<file path="config.mk">
export PLATFORM = sky130hd
export DESIGN_NAME = keypad_scan_debounce
export DESIGN_NICKNAME = d
export VERILOG_FILES = /design/src/rtl/keypad_pkg.sv /design/src/rtl/keypad_scan_debounce_row_sync.sv /design/src/rtl/keypad_scan_debounce.sv
export SDC_FILE = /design/constraint.sdc
export NUM_CORES = 1
export LEC_CHECK = 0
export CAP_MARGIN = 10
export CELL_PAD_IN_SITES_DETAIL_PLACEMENT = 1
export CELL_PAD_IN_SITES_GLOBAL_PLACEMENT = 1
export CORE_MARGIN = 2
export CORE_UTILIZATION = 26
export CTS_CLUSTER_SIZE = 24
export DETAILED_ROUTE_END_ITERATION = 10
export PLACE_DENSITY = 0.56
export REMOVE_ABC_BUFFERS = 1
export SETUP_SLACK_MARGIN = 0.3
export SYNTH_ARGS = -nofsm -noshare
export SYNTH_HDL_FRONTEND = slang
export SYNTH_SLANG_ARGS = --single-unit
</file>
<file path="constraint.sdc">
create_clock -name clk -period 3.6 [get_ports clk]
set_clock_uncertainty 0.2 [all_clocks]
set_input_delay 0.54 -clock clk [delete_from_list [all_inputs] [get_ports clk]]
set_output_delay 0.54 -clock clk [all_outputs]
set_load 0.01 [all_outputs]
</file>
<file path="src/rtl/keypad_pkg.sv">
// Shared keypad definitions: key-index mapping and scan/synchroniser constants.
package keypad_pkg;

  // Number of flops between the raw row pins and any use of the row value.
  localparam int SYNC_DEPTH = 2;

  // Smallest dwell that still gives the synchroniser time to settle
  // before the sample taken on the last dwell cycle.
  localparam int MIN_SCAN_DIV = 4;

  // Bitmap position of key (r, c): row0/col0 lands on the MSB,
  // the last row/last column on bit 0.
  function automatic int key_index(input int r, input int c,
                                   input int n_col, input int n_row);
    return n_col * n_row - 1 - (r * n_col + c);
  endfunction

endpackage

</file>
<file path="src/rtl/keypad_scan_debounce_row_sync.sv">
// Parameterised-width multi-flop synchroniser for the asynchronous row inputs.
module row_sync
  import keypad_pkg::*;
#(
  parameter int W = 4
) (
  input  logic         clk_i,
  input  logic         rst_i,
  input  logic [W-1:0] d_i,
  output logic [W-1:0] q_o
);

  logic [W-1:0] stage_q [SYNC_DEPTH];

  // Shift the raw value through the synchroniser chain; reset clears every stage.
  always_ff @(posedge clk_i) begin
    if (rst_i) begin
      for (int i = 0; i < SYNC_DEPTH; i++) stage_q[i] <= '0;
    end else begin
      stage_q[0] <= d_i;
      for (int i = 1; i < SYNC_DEPTH; i++) stage_q[i] <= stage_q[i-1];
    end
  end

  assign q_o = stage_q[SYNC_DEPTH-1];

endmodule

</file>
<file path="src/rtl/keypad_scan_debounce.sv">
// Matrix keypad scanner: drives one column at a time, samples the synchronised
// rows on the last dwell cycle, and publishes a whole-frame bitmap once it has
// been identical for DEBOUNCE_SCANS consecutive frames.
//
// Output protocol: data_valid is a one-cycle strobe with no back-pressure.
// out_keys changes only on the edge that raises data_valid and holds until
// the next strobe. A stable keypad (including all keys open) strobes once per
// frame, so a release shows up as a strobe carrying an all-zero bitmap.
module keypad_scan_debounce
  import keypad_pkg::*;
#(
  parameter int N_COLUMN       = 4,
  parameter int N_ROW          = 4,
  parameter int SCAN_DIV       = 20000,
  parameter int DEBOUNCE_SCANS = 4
) (
  input  logic                      clk,
  input  logic                      rst,
  output logic [N_COLUMN-1:0]       column,
  input  logic [N_ROW-1:0]          row,
  output logic [N_COLUMN*N_ROW-1:0] out_keys,
  output logic                      data_valid
);

  localparam int KEYS = N_COLUMN * N_ROW;
  localparam int DW   = $clog2(SCAN_DIV);
  localparam int CW   = (N_COLUMN > 1) ? $clog2(N_COLUMN) : 1;
  localparam int SW   = $clog2(DEBOUNCE_SCANS + 1);

  if (SCAN_DIV < MIN_SCAN_DIV) begin : g_bad_scan_div
    $error("SCAN_DIV too small for the row synchroniser to settle");
  end
  if (DEBOUNCE_SCANS < 1) begin : g_bad_debounce
    $error("DEBOUNCE_SCANS must be at least 1");
  end

  logic [DW-1:0]    dwell_q;
  logic [CW-1:0]    col_q;
  logic [N_ROW-1:0] row_s;
  logic [KEYS-1:0]  frame_q, frame_d;
  logic [KEYS-1:0]  prev_q;
  logic [SW-1:0]    stable_cnt_q, stable_cnt_d;
  logic [KEYS-1:0]  out_keys_q;
  logic             data_valid_q;

  logic sample;
  logic frame_end;
  logic publish;

  row_sync #(.W(N_ROW)) u_row_sync (
    .clk_i (clk),
    .rst_i (rst),
    .d_i   (row),
    .q_o   (row_s)
  );

  assign sample    = (dwell_q == DW'(SCAN_DIV - 1));
  assign frame_end = sample && (col_q == CW'(N_COLUMN - 1));
  assign column    = N_COLUMN'(1) << col_q;

  // Frame as it would look after overwriting the current column's bits with the sampled rows.
  always_comb begin
    frame_d = frame_q;
    for (int c = 0; c < N_COLUMN; c++) begin
      if (col_q == CW'(c)) begin
        for (int r = 0; r < N_ROW; r++) begin
          frame_d[key_index(r, c, N_COLUMN, N_ROW)] = row_s[r];
        end
      end
    end
  end

  // Debounce count for a completed frame: extend a matching run (saturating) or restart it.
  always_comb begin
    stable_cnt_d = SW'(1);
    if (frame_d == prev_q) begin
      if (stable_cnt_q >= SW'(DEBOUNCE_SCANS)) stable_cnt_d = SW'(DEBOUNCE_SCANS);
      else                                     stable_cnt_d = stable_cnt_q + 1'b1;
    end
  end

  assign publish = frame_end && (stable_cnt_d >= SW'(DEBOUNCE_SCANS));

  // Scan state (column index, dwell), frame capture, debounce history and published bitmap.
  always_ff @(posedge clk) begin
    if (rst) begin
      dwell_q      <= '0;
      col_q        <= '0;
      frame_q      <= '0;
      prev_q       <= '0;
      stable_cnt_q <= '0;
      out_keys_q   <= '0;
      data_valid_q <= 1'b0;
    end else begin
      data_valid_q <= publish;
      if (sample) begin
        dwell_q <= '0;
        col_q   <= (col_q == CW'(N_COLUMN - 1)) ? '0 : col_q + 1'b1;
        frame_q <= frame_d;
      end else begin
        dwell_q <= dwell_q + 1'b1;
      end
      if (frame_end) begin
        prev_q       <= frame_d;
        stable_cnt_q <= stable_cnt_d;
      end
      if (publish) out_keys_q <= frame_d;
    end
  end

  assign out_keys   = out_keys_q;
  assign data_valid = data_valid_q;

endmodule

</file>
## Word level (Yosys, flattened, before mapping)

Memories as Yosys holds them, arrays and structs flattened.
Cells that the tools add are included.

| operators by class | value |
|---|---|
| $add $sub $neg | 3 |
| $mul | 0 |
| div/mod/pow operators | 0 |
| magnitude comparators | 2 |
| equality and inequality tests | 5 |
| shift operators | 1 |
| mux-type cells | 24 |
| bitwise gates (word level) | 2 |
| reduce and logical (&&, ||, !) cells | 4 |

Operators with widths:

| cell | number |
|---|---|
| two-way mux 1 bit | 19 |
| equality test 16 bit | 1 |
| adder 15 x 1 -> 15 bit, second input constant | 1 |
| equality test 15 bit, second input constant | 1 |
| two-way mux 4 bit | 2 |
| greater-or-equal comparator 3 bit, second input constant | 2 |
| two-way mux 3 bit | 2 |
| equality test 2 bit, second input constant | 2 |
| << shifter 1 x 2 -> 4 bit, first input constant | 1 |
| adder 3 x 1 -> 3 bit, second input constant | 1 |
| adder 2 x 1 -> 2 bit, second input constant | 1 |
| equality test 2 x 1 -> 1 bit, second input constant | 1 |
| logical AND 1 bit | 2 |
| logical NOT 2 bit | 1 |
| two-way mux 2 bit | 1 |
| OR 1 bit | 2 |
| OR reduction 2 bit | 1 |

| word-level totals | value |
|---|---|
| bits in registers | 69 |
| bits in latches | 0 |
| bits in writable memories | 8 |
| ROM bits | 0 |
| output and inout bits | 21 |
| memories kept | 1 |

Memory list:

| name | depth | bits a word | rd ports | clocked after memory_dff | write ports | line | text |
|---|---|---|---|---|---|---|---|
| u_row_sync.stage_q | 2 | 4 | 2 | 0 | 2 | keypad_scan_debounce_row_sync.sv:13 | `logic [W-1:0] stage_q [SYNC_DEPTH];` |

## Logic depth before layout (Yosys ltp)

Gate-level depths: netlist of the first run.

| depth | value |
|---|---|
| depth in word-level cells | 6 |
| mapped depth | 11 |
| depth with buffers taken out | 8 |

## Modules after synthesis

A second synthesis of the first run with hierarchy kept.

| unflattened totals | value |
|---|---|
| cell total of the unflattened synthesis | 348 |
| area, all modules | 3377.0 µm² |

By module, submodules not included:

| module | instances | cells an instance | area an instance (µm²) |
|---|---|---|---|
| keypad_scan_debounce | 1 | 328 | 3136.8 |
| row_sync | 1 | 20 | 240.2 |

## Worst setup path before layout of the first run

Ideal clock, no wire load.

| path | value |
|---|---|
| path type | register to register |
| start | register col_q[0] |
| end | register out_keys_q[11] (netlist: out_keys[11]) |
| arrival time | 2.286 ns |
| data required time | 3.285 ns |
| slack | 1.000 ns |
| cell stages (with the launch flop) | 12 |
| buffers on the path | 3 |
| clock period less this slack | 2.600 ns |
| cell sequence | dfxtp_1 inv_1 ha_1 clkbuf_1 mux2i_1 xor2_1 nand4_1 nor3_1 buf_2 buf_2 a41oi_1 o21a_1 |

| on the way | value |
|---|---|
| longest elaborated chain between the ends | 6 |

Ends and longest elaborated chain:

| item | line | text |
|---|---|---|
| start: declaration | keypad_scan_debounce.sv:38 | `logic [CW-1:0] col_q;` |
| start signal: assignment | keypad_scan_debounce.sv:98 | `col_q <= (col_q == CW'(N_COLUMN - 1)) ? '0 : col_q + 1'b1;` |
| equality test 2 bit, or another cell as far along | keypad_scan_debounce.sv:58, keypad_scan_debounce.sv:65 |  |
| two-way mux 1 bit | keypad_scan_debounce.sv:65 | `if (col_q == CW'(c)) begin` |
| equality test 16 bit | keypad_scan_debounce.sv:76 | `if (frame_d == prev_q) begin` |
| two-way mux 3 bit | keypad_scan_debounce.sv:76 |  |
| greater-or-equal comparator 3 bit | keypad_scan_debounce.sv:82 | `assign publish = frame_end && (stable_cnt_d >= SW'(DEBOUNCE_SCANS));` |
| logical AND 1 bit | keypad_scan_debounce.sv:82 |  |
| end signal: assignment | keypad_scan_debounce.sv:107 | `if (publish) out_keys_q <= frame_d;` |
| end: declaration | keypad_scan_debounce.sv:43 | `logic [KEYS-1:0] out_keys_q;` |

Several ways; a longest one is shown, not always the timed one.
A chain may end at the register's enable or synchronous reset.

## Final worst setup path of the first run

| path | value |
|---|---|
| start | register col_q[0] |
| end | register out_keys_q[1] (netlist: out_keys[1]) |

The elaborated chain is that of the path after synthesis.

==> metrics.sh, run 1 <==
NUMBER_OF_BUFFERS_ADDED_BY_THE_CLOCK_TREE_SYNTHESIS_STEP=9
LEAKAGE_POWER_nW=1.40
HOLD_BUFFERS=0
RSZ_0062_RAISED_AFTER_GLOBAL_ROUTING='false'
DRT_PASS1_ITERATIONS=4
TIMING.FINAL.SETUP_VIOLATIONS=0
NUMBER_OF_ANTENNA_VIOLATIONS_AT_THE_FIRST_CHECK_IN_GLOBAL_ROUTING=0
WIRE_PER_INST_UM=15.0
GRT_START_MAX_NET_PINS=46
GLOBAL_ROUTE_WIRE_LENGTH_BEFORE_REPAIR_MM=13.6
YOSYS.AREA.TOP_TYPE_SHARE=0.460
FP.DIEH_UM=118
CLOCK_INSERTION_DELAY_WORST_SKEW_NS=0.34
MIN_PERIOD_OVER_PERIOD=0.822
CTSLONGESTPATHBUFFERS=2
INSERTEDDIODECOUNT=0
HOLDCRITPATHCLASS='reg2reg'
SYNTH_SEQUENTIAL_AREA_RATIO=0.460
EDFF_COUNT_SYNTH=0
ROUTE.FINAL.WIRE_LENGTH_MM=8.21
PLACEDINSTANCEAREA_UM2=3770
CLOCK_TREE.ROOT_CELL='sky130_fd_sc_hd__clkbuf_16'
FINAL_LAYOUT_SIZE_SUFFIX_GT1_FRAC=0.120
GRT_TOTAL_OVFL=0
MULTIPLEXER_AREA_FRACTION_AFTER_SYNTHESIS=0.0478
YOSYS.AREA_SHARE.XOR_XNOR=0.0732
MAIN_COMBINATIONAL_CELL_FAMILY_BY_AREA_AFTER_SYNTHESIS='simple AND/OR/NAND/NOR gates'
FIN_AREA_UM2=4070
POST_SYNTH.CELL_AREA_AVG_UM2=9.71
SYNTH_FA_HA_AREA_FRAC=0.0261
DESIGN.PORTCOUNT=27
TRITONCTS='yes'
SIMPLE_GATE_SHARE_OF_THE_SYNTHESIZED_AREA=0.185
MAX_FREQ_MHz=338
DP_HPWL_MM=5.72
PEAKVDDDROP_mV=0.288
FINAL.MIN_CLOCK_PERIOD_NS=2.96
NETLIST_INSTANCES=345
BUFFER_COUNT_FROM_POST_CTS_SETUP_FIXING=0
NUMBER_OF_SYNTHESIZED_REGISTER_BITS=77
MAX-SLEW-MARGIN-REL=0.393
PLACEMENT_ROWS=41
END_KIND='flip-flop'
DIE_WIDTH_UM=118
LAYOUT-AREA-OVERHEAD-VS-SYNTH_PCT=21.6
CPLARGESTDELAYFAMILY='simple AND/OR/NAND/NOR gates'
YOSYSTOPAREACELL='sky130_fd_sc_hd__dfxtp_1'
CLOCK-SINKS=77
CLKTRANSATPATHREGS_NS=0.06
SHARE_OF_THE_SYNTHESIZED_AREA_IN_COMPOUND_GATES_AO_OA_AOI_OAI=0.160
SYNTH.LIB_CELLS_USED.DISTINCT=39
HOLD_VIOL_FINAL=0
STATUS='finished, final reports clean'
WORST_SETUP_PATH_START_KIND='flip-flop'
FINAL-MAX-SLEW-VIOLATION-COUNT=0
MAIN_AREA_CONTRIBUTORS_AFTER_SYNTHESIS='sky130_fd_sc_hd__dfxtp_1 46%, sky130_fd_sc_hd__xor2_1 5.5%, sky130_fd_sc_hd__mux2i_1 4.8%'
FINISH.NET_COUNT=382
DETAIL_ROUTE.ITER0.VIOLATIONS=108
DESIGN.DIE.AREA_UM2=13800
TNS_NS=0
ASYNCSETRESETFLOPFRACSYNTH=0
DETAIL_ROUTE.DRC_VIOLATIONS=0
WORST_PIN_SLEW_NS=0.911
GRT_PASS1_VIAS=2599
CRIT_TYPE='reg2reg'
GRTUSAGETOTAL=0.125
VIAS=2510
CRITICAL_PATH_REQUIRED_NS=3.68
ROUTED_VIA_DENSITY=4.60
CAP_VIOLATIONS=0
YS_DOMINANT_REG_CELL='sky130_fd_sc_hd__dfxtp_1'
CRIT_PATH_CELL_TRACE='ha_1 -> mux2i_1 -> xor2_1 -> nand4_1 -> nor3_2 -> and3_1 -> o21a_1'
PORTBUFFERS=26
POWER_DENSITY_nW_PER_UM2=451
TOTAL_BUFFERS_AND_INVERTERS_TRAVERSED_BY_THE_CRITICAL_PATH=0
MAPPEDNETLISTAREA_UM2=3350
CRITICAL_PATH.SLOWEST_CELL='sky130_fd_sc_hd__mux2i_1'
FLOORPLAN.INITIALDENSITY=0.266
ANTENNA_VIOLATING_NETS_POST_ROUTE=0
PLACEABLECOREAREA_UM2=12600
WORSTPATHMAXFANOUT=16
CTS_MAX_LEVEL=3
LARGEST_STAGE_DELAY_ON_THE_CRITICAL_PATH_NS=0.58
SYNTH_WARN=0
CRIT_ARRIVAL_NS=3.04
FINALWEIGHTEDCONGESTION=0.734
POST_CTS.RESIZED_INSTANCES=0
-- registers in the layout (all words and copies together), names as in the netlist --
register	cells
col_q	2
data_valid	1
dwell_q	15
frame_q	16
out_keys	16
prev_q	16
stable_cnt_q	3
u_row_sync.stage_q	8
-- power by group --
| group | internal, mW | switching, mW |
|---|---|---|
| clock network | 0.553 | 0.362 |
| registers | 0.859 | 0.00724 |
| logic | 0.0211 | 0.0338 |
| total | 1.43 | 0.403 |
-- cell usage in the layout, fill, tap and decap left out, types with 2 or more instances in the layout --
| cell | n |
|---|---|
| sky130_fd_sc_hd__clkbuf_16 | 9 |
| sky130_fd_sc_hd__ha_1 | 7 |
| sky130_fd_sc_hd__nor2b_1 | 8 |
| sky130_fd_sc_hd__mux2i_1 | 16 |
| sky130_fd_sc_hd__nand3_2 | 2 |
| sky130_fd_sc_hd__and3_1 | 3 |
| sky130_fd_sc_hd__dfxtp_1 | 77 |
| sky130_fd_sc_hd__nor3_2 | 2 |
| sky130_fd_sc_hd__nor4_4 | 3 |
| sky130_fd_sc_hd__a41oi_1 | 16 |
| sky130_fd_sc_hd__xor2_1 | 21 |
| sky130_fd_sc_hd__clkinvlp_4 | 3 |
| sky130_fd_sc_hd__clkdlybuf4s50_1 | 25 |
| sky130_fd_sc_hd__nand2_1 | 28 |
| sky130_fd_sc_hd__xnor2_1 | 7 |
| sky130_fd_sc_hd__or4_1 | 2 |
| sky130_fd_sc_hd__a211oi_2 | 4 |
| sky130_fd_sc_hd__a211oi_1 | 15 |
| sky130_fd_sc_hd__buf_4 | 11 |
| sky130_fd_sc_hd__nand4_1 | 5 |
| sky130_fd_sc_hd__inv_1 | 6 |
| sky130_fd_sc_hd__o21a_1 | 16 |
| sky130_fd_sc_hd__nor2_1 | 40 |
| sky130_fd_sc_hd__or3_1 | 2 |
| sky130_fd_sc_hd__a21oi_1 | 18 |
| sky130_fd_sc_hd__or2_2 | 2 |
| sky130_fd_sc_hd__nand3_1 | 11 |
| sky130_fd_sc_hd__clkinv_2 | 2 |
-- cell usage after synthesis (all sizes together) (3+ instances only) --
library cell	count
a211oi	19
a21oi	19
a41oi	16
and3	3
buf	14
clkbuf	10
dfxtp	77
ha	7
inv	6
mux2i	16
nand2	29
nand3	13
nand4	5
nor2	40
nor2b	8
nor3	3
nor4	3
o21a	16
xnor2	7
xor2	21
-- metal layers --
layer / vias to the layer above / wire [um] / global-route usage
met5: - / 0 / 0
met4: 0 / 55 / 0.0361
met3: 5 / 254 / 0.0412
met2: 23 / 3930 / 0.207
met1: 1225 / 3970 / 0.155
li1: 1257 / - / -
-- cell type report --
| class | count | area (um^2) |
|---|---|---|
| fill | 1462 | 8550 |
| multi-input combinational | 238 | 1660 |
| sequential | 77 | 1540 |
| timing repair buffer | 37 | 338 |
| clock buffer | 10 | 239 |
| tap | 172 | 215 |
| clock inverter | 6 | 62.6 |
| inverter | 6 | 22.5 |
-- kinds of logic after synthesis --
family | after synthesis
compound gates | 72
mux | 16
fa+ha+maj | 7
xor+xnor | 28
simple gates | 115
buf+inv | 30
flops | 77
-- final timing paths --
| kind | to | startpoint | cells past startpoint | slack [ns] |
|---|---|---|---|---|
| min reg2reg | u_row_sync.stage_q[0][7] | u_row_sync.stage_q[0][3] | 1 | 0.24 |
| max reg2reg | out_keys[1] | col_q[0] | 7 | 0.64 |
| min | u_row_sync.stage_q[0][7] | u_row_sync.stage_q[0][3] | 1 | 0.24 |
| max | out_keys[1] | col_q[0] | 7 | 0.64 |
-- per-stage QoR --
| stage | setup WS [ns] | power, mW | instances | utilization | hold slack, ns |
|---|---|---|---|---|---|
| 2_1_floorplan | 0.00873 | 0.907 | 321 | - | 0.214 |
| 3_3_place_gp | 0.711 | 0.941 | 530 | 0.299 | 0.233 |
| 3_5_place_dp | 0.622 | 0.942 | 530 | 0.299 | 0.226 |
| 4_1_cts | 0.576 | 1.87 | 546 | 0.323 | 0.239 |
| 5_1_grt | 0.370 | 1.91 | 546 | 0.323 | 0.265 |
| 6_report | 0.640 | 1.84 | 546 | 0.323 | 0.238 |
Note: power is estimated with default switching activity, not from simulation.
==> run 2: changes to the inputs <==
==> constraint.sdc (replaced) <==
create_clock -name clk -period 2.9 [get_ports clk]
set_clock_uncertainty 0.2 [all_clocks]
set_input_delay 0.435 -clock clk [delete_from_list [all_inputs] [get_ports clk]]
set_output_delay 0.435 -clock clk [all_outputs]
set_load 0.01 [all_outputs]
==> run 2 against run 1 <==
Net effect:
- count of clock-buffer cells in the layout grew 4
- maximum frequency up 18%
- die area did not move
- register-to-register slack lost 0.24 ns
- critical endpoint is now out_keys[12]
- routed wire length up 2.2%
- highest routed layer unchanged
==> metrics.sh, run 2 (same netlist as run 1, synthesis figures left out) <==
CAP_VIOLATIONS=0
FINAL_CORE_UTIL=0.355
HOLD_VIOL_FINAL=0
WORST_SETUP_PATH_START_KIND='flip-flop'
END_KIND='flip-flop'
HOLD_BUFFERS=0
CRIT_TYPE='reg2reg'
ROUTED_VIA_DENSITY=4.62
PLACEDINSTANCEAREA_UM2=3900
WIRE_PER_INST_UM=14.7
MAX_FREQ_MHz=400
PLACEABLECOREAREA_UM2=12600
LAYOUT_COMMONEST_CELL='sky130_fd_sc_hd__dfxtp_1'
MIN_PERIOD_OVER_PERIOD=0.863
FP.DIEH_UM=118
CTSLONGESTPATHBUFFERS=2
TIMING.FINAL.SETUP_VIOLATIONS=0
DPL.CELL_COUNT=545
DETAIL_ROUTE.ITER0.VIOLATIONS=141
TOTAL_BUFFERS_AND_INVERTERS_TRAVERSED_BY_THE_CRITICAL_PATH=2
FINISH.NET_COUNT=409
CLOCK_TREE.ROOT_CELL='sky130_fd_sc_hd__clkbuf_16'
DIE_WIDTH_UM=118
CRIT_PATH_CELL_TRACE='ha_4 -> or4b_1 -> nor4_4 -> nand3_2 -> nor3_4 -> buf_4 -> buf_2 -> a41oi_1 -> o21a_1'
WORSTREG2REGSTART='col_q[0]'
PEAKVDDDROP_mV=0.189
CRIT_PATH_START='col_q[0]'
RSZ_0062_RAISED_AFTER_GLOBAL_ROUTING='true'
GRT_PASS1_VIAS=2681
MAX-SLEW-MARGIN-REL=0.538
DESIGN.PORTCOUNT=27
NUMBER_OF_ANTENNA_VIOLATIONS_AT_THE_FIRST_CHECK_IN_GLOBAL_ROUTING=0
STATUS='finished, final reports clean'
PLACEMENT_ROWS=41
CRITICAL_PATH_REQUIRED_NS=2.93
CRIT_ARRIVAL_NS=2.53
HOLDCRITPATHCLASS='reg2reg'
FILLCELLCOUNT=1424
FINAL.MIN_CLOCK_PERIOD_NS=2.50
INSERTEDDIODECOUNT=0
NUMBER_OF_BUFFERS_ADDED_BY_THE_CLOCK_TREE_SYNTHESIS_STEP=9
GRT_TOTAL_OVFL=0
LEAKAGE_POWER_nW=1.55
GLOBAL_ROUTE_WIRE_LENGTH_BEFORE_REPAIR_MM=14.0
CLOCK_INSERTION_DELAY_WORST_SKEW_NS=0.34
CTS_MAX_LEVEL=3
ANTENNA_VIOLATING_NETS_POST_ROUTE=0
PORTBUFFERS=26
CLOCK-SINKS=77
CLKTRANSATPATHREGS_NS=0.05
FIN_AREA_UM2=4480
DETAIL_ROUTE.DRC_VIOLATIONS=0
LARGEST_STAGE_DELAY_ON_THE_CRITICAL_PATH_NS=0.50
FLOORPLAN.INITIALDENSITY=0.266
GRT_START_MAX_NET_PINS=36
DESIGN.DIE.AREA_UM2=13800
HP-START='u_row_sync.stage_q[0][0]'
DRT_PASS1_ITERATIONS=4
LAYOUT-AREA-OVERHEAD-VS-SYNTH_PCT=33.7
LAYOUTNONFILLERINSTCOUNT=572
FINAL_LAYOUT_SIZE_SUFFIX_GT1_FRAC=0.225
DP_HPWL_MM=5.75
CPLARGESTDELAYFAMILY='simple AND/OR/NAND/NOR gates'
LAYOUT.CELLS.MOST_COMMON_LIST='75 x sky130_fd_sc_hd__dfxtp_1, 40 x sky130_fd_sc_hd__nor2_1, 29 x sky130_fd_sc_hd__buf_4'
TNS_NS=0
FINAL-MAX-SLEW-VIOLATION-COUNT=0
TRITONCTS='yes'
WORSTPATHMAXFANOUT=5
FINALWEIGHTEDCONGESTION=0.744
TIMING.FINAL.WS_SETUP_NS=0.398
CRITICAL_PATH.SLOWEST_CELL='sky130_fd_sc_hd__or4b_1'
GRTUSAGETOTAL=0.129
VIAS=2643
DETAILEDPLACE.WORSTSLACK_NS=0.154
ROUTE.FINAL.WIRE_LENGTH_MM=8.39
POWER_DENSITY_nW_PER_UM2=495
WORST_PIN_SLEW_NS=0.693
-- run 2: cell count changes in the layout (fill, tap and decap cells not counted), sizes merged --
cell	change
clkinvlp	-3
clkinv	-1
clkbuf	+4
buf	+27
bufinv	-1
-- run 2: layout make-up --
type | instances | area (um^2) | area share
flip-flops and latches | 77 | 1550 | 0.346
clock inverters | 1 | 5.00 | 0.00112
clock buffers | 14 | 274 | 0.0612
multi-input cells | 238 | 1820 | 0.407
inverters | 6 | 27.5 | 0.00615
well taps | 172 | 215 | 0.0480
repair buffers | 64 | 586 | 0.131
-- run 2: where the power goes --
| group | total, mW | switching, mW | internal, mW |
|---|---|---|---|
| registers | 1.08 | 0.0108 | 1.06 |
| clock network | 1.06 | 0.419 | 0.644 |
| logic | 0.0772 | 0.0440 | 0.0332 |
-- run 2: worst paths after layout --
path	end	slack, ns	cells after the start
hold / removal	u_row_sync.stage_q[0][4]	0.24	1
setup / recovery	out_keys[12]	0.40	9
hold reg to reg	u_row_sync.stage_q[0][4]	0.24	1
setup reg to reg	out_keys[12]	0.40	9
-- run 2: through the flow --
stage               power (mW)  hold slack (ns)
finish                    2.22            0.236
global route              2.31            0.259
CTS                       2.26            0.244
detailed placement        1.17            0.230
global placement          1.17            0.232
floorplan                 1.13            0.214
-- run 2: repair_timing --
item | 4_1_cts | 5_1_grt
pin swaps | 3 | 9
endpoints found under the setup margin | 20 | 21
hold endpoints to repair | 0 | 0
gates cloned | 1 | 1
gates resized for setup | 23 | 23
buffers inserted | 0 | 10
-- run 2: metal layers --
| layer | GRT usage | wire [um] | up-vias |
|---|---|---|---|
| li1 | - | - | 1308 |
| met1 | 0.160 | 3850 | 1296 |
| met2 | 0.213 | 4190 | 26 |
| met3 | 0.0266 | 180 | 13 |
| met4 | 0.0655 | 170 | 0 |
| met5 | 0 | 0 | - |
